===== src/rtl/code_lock_ctrl_pkg.sv =====
// ============================================================================
//  code_lock_ctrl_pkg : shared encodings and helpers for the colour code lock
//  Rev 1.0 - initial release
// ============================================================================
`default_nettype none

package code_lock_ctrl_pkg;

   typedef enum logic [2:0] {
      ST_IDLE    = 3'd0,
      ST_ENTRY   = 3'd1,
      ST_OPEN    = 3'd2,
      ST_PROG    = 3'd3,
      ST_LOCKOUT = 3'd4
   } state_e;

   typedef logic [1:0] sym_t;

   localparam sym_t SYM_NONE  = 2'b00;
   localparam sym_t SYM_RED   = 2'b01;
   localparam sym_t SYM_GREEN = 2'b10;
   localparam sym_t SYM_BLUE  = 2'b11;

   // Sequence R,B,G,R with the first symbol in the least significant pair.
   localparam logic [7:0] DEFAULT_CODE = {SYM_RED, SYM_GREEN, SYM_BLUE, SYM_RED};

   typedef struct packed {
      logic active;
      logic valid;
      sym_t sym;
   } sym_dec_t;

   function automatic sym_dec_t decode_sym(input logic r, input logic g, input logic b);
      sym_dec_t   d;
      logic [1:0] n;
      n        = {1'b0, r} + {1'b0, g} + {1'b0, b};
      d.active = r | g | b;
      d.valid  = (n == 2'd1);
      d.sym    = r ? SYM_RED : (g ? SYM_GREEN : (b ? SYM_BLUE : SYM_NONE));
      return d;
   endfunction

   function automatic logic [1:0] sat_inc(input logic [1:0] v);
      return (v == 2'd3) ? v : v + 2'd1;
   endfunction

   function automatic int unsigned max3(input int unsigned a, input int unsigned b,
                                        input int unsigned c);
      int unsigned m;
      m = (a > b) ? a : b;
      return (m > c) ? m : c;
   endfunction

endpackage

`default_nettype wire


===== src/rtl/code_lock_ctrl_timer.sv =====
// ============================================================================
//  lock_timer : loadable down-counter, expire flags a count of zero
//  Rev 1.0 - initial release
// ============================================================================
`default_nettype none

module lock_timer #(
   parameter int unsigned W = 4
) (
   input  logic         clk_i,
   input  logic         rst_ni,
   input  logic         load_i,
   input  logic [W-1:0] load_val_i,
   input  logic         en_i,
   output logic         expire_o
);

   logic [W-1:0] cnt_q;
   logic [W-1:0] cnt_d;

   always_comb begin
      cnt_d = cnt_q;
      if (load_i) begin
         cnt_d = load_val_i;
      end else if (en_i && (cnt_q != '0)) begin
         cnt_d = cnt_q - 1'b1;
      end
   end

   always_ff @(posedge clk_i or negedge rst_ni) begin
      if (!rst_ni) begin
         cnt_q <= '0;
      end else begin
         cnt_q <= cnt_d;
      end
   end

   assign expire_o = (cnt_q == '0);

endmodule

`default_nettype wire


===== src/rtl/code_lock_ctrl.sv =====
// ============================================================================
//  code_lock_ctrl : four-symbol colour code lock with programming and lockout
//  Rev 1.0 - initial release
// ============================================================================
`default_nettype none

module code_lock_ctrl
   import code_lock_ctrl_pkg::*;
#(
   parameter int unsigned OPEN_CYCLES    = 8,
   parameter int unsigned LOCKOUT_CYCLES = 32,
   parameter int unsigned TIMEOUT_CYCLES = 16,
   parameter int unsigned MAX_FAIL       = 3
) (
   input  logic       clk_i,
   input  logic       rst_ni,
   input  logic       start_i,
   input  logic       red_i,
   input  logic       green_i,
   input  logic       blue_i,
   input  logic       prog_i,
   output logic       unlock_o,
   output logic       locked_o,
   output logic [1:0] fail_cnt_o
);

   localparam int unsigned MAX_CYC = max3(OPEN_CYCLES, LOCKOUT_CYCLES, TIMEOUT_CYCLES);
   localparam int unsigned TMR_W   = (MAX_CYC > 1) ? $clog2(MAX_CYC) : 1;

   // The timer expires when it reaches zero, so each reload is one less than the dwell.
   localparam logic [TMR_W-1:0] OPEN_LD = TMR_W'(OPEN_CYCLES - 1);
   localparam logic [TMR_W-1:0] LOCK_LD = TMR_W'(LOCKOUT_CYCLES - 1);
   localparam logic [TMR_W-1:0] TOUT_LD = TMR_W'(TIMEOUT_CYCLES - 1);
   localparam logic [1:0]       MAX_FAIL_C = 2'(MAX_FAIL);

   state_e     state_q, state_d;
   logic [1:0] idx_q, idx_d;
   logic       flag_q, flag_d;
   logic [1:0] fail_q, fail_d;
   logic [7:0] code_q, code_d;
   logic [5:0] shadow_q, shadow_d;
   logic       unlock_q, unlock_d;
   logic       locked_q, locked_d;

   sym_dec_t         dec;
   logic [1:0]       fail_inc;
   sym_t             exp_sym;
   logic             mism;
   logic             tmr_load;
   logic [TMR_W-1:0] tmr_val;
   logic             tmr_en;
   logic             tmr_expire;

   assign dec      = decode_sym(red_i, green_i, blue_i);
   assign fail_inc = sat_inc(fail_q);
   assign exp_sym  = code_q[{idx_q, 1'b0} +: 2];

   lock_timer #(
      .W (TMR_W)
   ) u_timer (
      .clk_i      (clk_i),
      .rst_ni     (rst_ni),
      .load_i     (tmr_load),
      .load_val_i (tmr_val),
      .en_i       (tmr_en),
      .expire_o   (tmr_expire)
   );

   always_ff @(posedge clk_i or negedge rst_ni) begin
      if (!rst_ni) begin
         state_q  <= ST_IDLE;
         idx_q    <= 2'd0;
         flag_q   <= 1'b0;
         fail_q   <= 2'd0;
         code_q   <= DEFAULT_CODE;
         shadow_q <= 6'd0;
         unlock_q <= 1'b0;
         locked_q <= 1'b0;
      end else begin
         state_q  <= state_d;
         idx_q    <= idx_d;
         flag_q   <= flag_d;
         fail_q   <= fail_d;
         code_q   <= code_d;
         shadow_q <= shadow_d;
         unlock_q <= unlock_d;
         locked_q <= locked_d;
      end
   end

   always_comb begin
      state_d  = state_q;
      idx_d    = idx_q;
      flag_d   = flag_q;
      fail_d   = fail_q;
      code_d   = code_q;
      shadow_d = shadow_q;
      mism     = flag_q | ~dec.valid | (dec.sym != exp_sym);
      case (state_q)
         ST_IDLE: begin
            if (start_i) begin
               state_d = ST_ENTRY;
               idx_d   = 2'd0;
               flag_d  = 1'b0;
            end
         end
         ST_ENTRY: begin
            if (start_i) begin
               // A restart is charged as a failed attempt.
               fail_d = fail_inc;
               idx_d  = 2'd0;
               flag_d = 1'b0;
               if (fail_inc == MAX_FAIL_C) begin
                  state_d = ST_LOCKOUT;
               end
            end else if (dec.active) begin
               if (idx_q == 2'd3) begin
                  if (!mism) begin
                     state_d = ST_OPEN;
                     fail_d  = 2'd0;
                  end else begin
                     fail_d  = fail_inc;
                     state_d = (fail_inc == MAX_FAIL_C) ? ST_LOCKOUT : ST_IDLE;
                  end
               end else begin
                  idx_d  = idx_q + 2'd1;
                  flag_d = mism;
               end
            end else if (tmr_expire) begin
               state_d = ST_IDLE;
            end
         end
         ST_OPEN: begin
            if (start_i && prog_i) begin
               state_d = ST_PROG;
               idx_d   = 2'd0;
            end else if (tmr_expire) begin
               state_d = ST_IDLE;
            end
         end
         ST_PROG: begin
            if (start_i || (dec.active && !dec.valid)) begin
               state_d = ST_IDLE;
            end else if (dec.active) begin
               case (idx_q)
                  2'd0:    shadow_d[1:0] = dec.sym;
                  2'd1:    shadow_d[3:2] = dec.sym;
                  2'd2:    shadow_d[5:4] = dec.sym;
                  default: begin
                     code_d  = {dec.sym, shadow_q};
                     state_d = ST_IDLE;
                  end
               endcase
               idx_d = idx_q + 2'd1;
            end else if (tmr_expire) begin
               state_d = ST_IDLE;
            end
         end
         ST_LOCKOUT: begin
            if (tmr_expire) begin
               state_d = ST_IDLE;
               fail_d  = 2'd0;
            end
         end
         default: begin
            state_d = ST_IDLE;
         end
      endcase
   end

   // Single shared timer: reloaded on any state change and on activity while keying in.
   always_comb begin
      tmr_en   = (state_q != ST_IDLE);
      tmr_load = (state_d != state_q) ||
                 (((state_q == ST_ENTRY) || (state_q == ST_PROG)) && (start_i || dec.active));
      case (state_d)
         ST_OPEN:    tmr_val = OPEN_LD;
         ST_LOCKOUT: tmr_val = LOCK_LD;
         default:    tmr_val = TOUT_LD;
      endcase
   end

   // Outputs trail the state by one edge; leaving OPEN for PROG drops Unlock at once.
   always_comb begin
      unlock_d = (state_q == ST_OPEN) && (state_d != ST_PROG);
      locked_d = (state_q == ST_LOCKOUT);
   end

   assign unlock_o   = unlock_q;
   assign locked_o   = locked_q;
   assign fail_cnt_o = fail_q;

endmodule

`default_nettype wire


===== config.mk =====
export PLATFORM = sky130hd
export DESIGN_NAME = code_lock_ctrl
export DESIGN_NICKNAME = d
export VERILOG_FILES = /design/src/rtl/code_lock_ctrl_pkg.sv /design/src/rtl/code_lock_ctrl_timer.sv /design/src/rtl/code_lock_ctrl.sv
export SDC_FILE = /design/constraint.sdc
export NUM_CORES = 1
export LEC_CHECK = 0
export CAP_MARGIN = 25
export CELL_PAD_IN_SITES_DETAIL_PLACEMENT = 1
export CELL_PAD_IN_SITES_GLOBAL_PLACEMENT = 2
export CORE_UTILIZATION = 38
export CTS_CLUSTER_DIAMETER = 120
export DETAILED_ROUTE_END_ITERATION = 8
export PLACE_DENSITY_LB_ADDON = 0.1
export SLEW_MARGIN = 5
export SYNTH_ARGS = -nofsm -noshare
export SYNTH_HDL_FRONTEND = slang
export SYNTH_SLANG_ARGS = --single-unit
export TNS_END_PERCENT = 20

===== constraint.sdc =====
create_clock -name clk_i -period 2.25 [get_ports clk_i]
set_input_delay 0.45 -clock clk_i [delete_from_list [all_inputs] [get_ports clk_i]]
set_output_delay 0.45 -clock clk_i [all_outputs]
set_load 0.01 [all_outputs]

==> metrics.md <==
| Metric | Value |
|---|---|
| Met2 routed WL | 2503 microns |
| First-pass GRT wire length | 8314 microns |
| Layout area overhead | 24.88% |
| Syn Inst Count | 180 |
| Vias | 1509 |
| CTS root buf | clkbuf_8 |
| Ant. Diodes | 0 |
| Top sig layer | met4 |
| Kind of critical path | reg -> reg |
| Htree depth | 2 |
| Leading cell type in the layout, fill and taps excluded | dfrtp_1 |
| Slack of the critical path | 117.8 ps |
| Fin. max-slew vios | 0 |
| Die height | 70.16 microns |
| Worst Setup Start Kind | register |
| IO Pins | 11 |
| Status | finished, final reports clean |
| Min Tclk post-route | 2132 ps |
| Die W | 70.16 microns |
| Skew final | 6.191 ps |
| TritonCTS clock tree | yes |
| Clock tree buffer depth | 2 |
| Layout cell share with drive strength beyond 1 | 0.2749 |
| Syn nets | 194 |
| CORE AREA | 0.004414 sq mm |
| Post-place setup slack | -344.3 ps |
| Compound-gate portion of the synthesized area | 0.2155 |
| Largest net degree at the start of global routing | 30 |
| Synth unique cells | 52 |
| # setup viols final | 0 |
| Wire length on met1 | 2099 microns |
| Remaining antenna violation count | 0 |
| Relative slew slack | 0.5629 |
| DR iter-0 viols | 56 |
| EDFF count, synth | 0 |
| CP endpoint kind | register |
| Register area share after synthesis | 0.4146 |
| Setup Buffers After CTS | 0 |
| FFs w/ async S/R, synth | 1.000 |
| Vias in the first global route | 1714 |
| Critical Path AT | 2350 ps |
| Cell Area, Synth | 0.001765 sq mm |
| Post-synthesis simple-gate area fraction | 0.1786 |
| VDD IR max | 419.5 uV |
| Non-Filler Instances | 263 |
| Initial antenna violation count | 0 |
| PortBufs | 10 |
| Nets | 224 |
| Clock latency on the worst-skew pair | 280 ps |
| Fin crit share | 0.9476 |
| Power per cell area | 913.8 mW/mm^2 |
| Leakage | 0.9558 nW |
| Drt drc | 0 |
| Fin Hold WS | 492.0 ps |
| Number of fill cells | 531 |
| Post-DR wirelength/cell | 18.48 microns |
| Critical Path RT | 2470 ps |
| WL final | 4861 microns |
| First drt pass iteration count | 4 |
| Total track usage | 0.2205 |
| Syn avg cell area | 9.808 sq um |
| Aggregate negative setup slack | 0 ps |
| DPL Wire Length | 3653 microns |
| Largest family of logic cells by synthesized area | compound AO/OA/AOI/OAI gates |
| Crit path max fanout | 5 |
| Syn. warnings | 0 |
| CTS buffer count | 5 |
| Full die area | 0.004922 sq mm |
| Congestion Overflow GR | 0 |
| Max Clock Freq | 469.0 MHz |
| Synth Area in Adders | 0.05386 |
| DR vias/cell | 5.738 |
| Clock Pin Slew Worst Setup and Hold Paths | 60 ps |
| Synth Area in XOR/XNOR | 0.009922 |
| Worst-Margin Slew | 653.9 ps |
| Initial cell density of the core | 0.3999 |
| Final GP Congestion | 0.7881 |
| Placed cells | 255 |
| # rows | 24 |
| Post-synth top flop | dfrtp_1 |
| Hold Path Class | reg -> reg |
| Max-cap violations | 0 |
| Final Hold Violating Endpoints | 0 |
| Met3 WL | 160 microns |
| Commonest non-fill, non-tap cells in the layout | 24 x dfrtp_1, 22 x buf_4, 13 x a21oi_1, 11 x nand2_1 |
| CTS Sinks | 29 |
| Mux share of post-synthesis cell area | 0.07867 |
| #FFs+latches synth | 29 |
kinds of logic (layout without fill, tap and decap cells):
logic type / after synthesis / in the layout
and+or+nand+nor: 57 / 57
AOI/OAI and AO/OA: 55 / 55
DFF: 29 / 29
buffers and inverters: 21 / 52
muxes: 9 / 9
adders and majority gates: 7 / 7
xor gates and xnor gates: 2 / 2
sequential cells by signal, indices dropped and copies added (netlist names):
name	flops
unlock_o	1
locked_o	1
state_q	3
idx_q	2
shadow_q	6
code_q	8
flag_q	1
u_timer.cnt_q	5
fail_cnt_o	2
cell usage after synthesis, types with 6 or more instances:
cell type,count,area share
dfrtp_1,24,0.34
nand2_1,11,0.023
ha_1,6,0.043
a21oi_1,13,0.037
nor2_1,9,0.019
a31oi_1,8,0.028
o21ai_0,9,0.026
clkbuf_1,8,0.017
inv_1,11,0.023
mux2_2,6,0.038
final cells by class:
cell class                 instances  area, sq um  area share
clock buffer                       7        96.34     0.04370
inverter                          11        41.29     0.01873
tap                               52        65.06     0.02951
sequential                        29        732.0      0.3320
timing repair buffer              33        281.5      0.1277
clock inverter                     1        5.005    0.002270
multi-input combinational        130        983.4      0.4461
final timing paths:
kind | startpoint | endpoint | slack (ps) | cells past startpoint
max | u_timer.cnt_q[0] | u_timer.cnt_q[3] | 120 | 7
min reg2reg | code_q[7] | code_q[7] | 490 | 2
max in group asynchronous | rst_ni | code_q[0] | 1360 | 2
min | code_q[7] | code_q[7] | 490 | 2
min in group asynchronous | rst_ni | state_q[0] | 570 | 2
max reg2reg | u_timer.cnt_q[0] | u_timer.cnt_q[3] | 120 | 7
power breakdown:
group	total (mW)	switching [mW]	internal, mW
clock	0.477	0.201	0.276
combinational	0.767	0.402	0.365
sequential	0.770	0.161	0.610
total	2.01	0.764	1.25
routing by layer:
layer,vias up,track usage
li1,719,-
met1,757,0.2635
met2,23,0.3835
met3,10,0.04618
met4,0,0.09111
met5,-,0
worst max-delay path: stages (launching register included):
cell and delay (ps):
dfrtp_1 370, inv_1 130, ha_2 220, or4b_4 510
o2111ai_2 210, o32ai_2 160, o221ai_4 280, o32a_1 190
per-stage QoR:
| step | total power [mW] | area, sq um | util |
|---|---|---|---|
| 2_1_floorplan | 1.199 | 1777 | - |
| 3_3_place_gp | 1.460 | 2073 | 0.4697 |
| 3_5_place_dp | 1.497 | 2073 | 0.4697 |
| 4_1_cts | 2.018 | 2192 | 0.4966 |
| 5_1_grt | 2.136 | 2205 | 0.4994 |
| 6_report | 2.015 | 2205 | 0.4994 |
timing repair:
item | CTS | global route
hold buffers | 0 | 0
pin swaps | 4 | 1
resized for setup | 8 | 3
endpoints found under the setup margin | 5 | 6
Power figures use the tool's default switching activity.
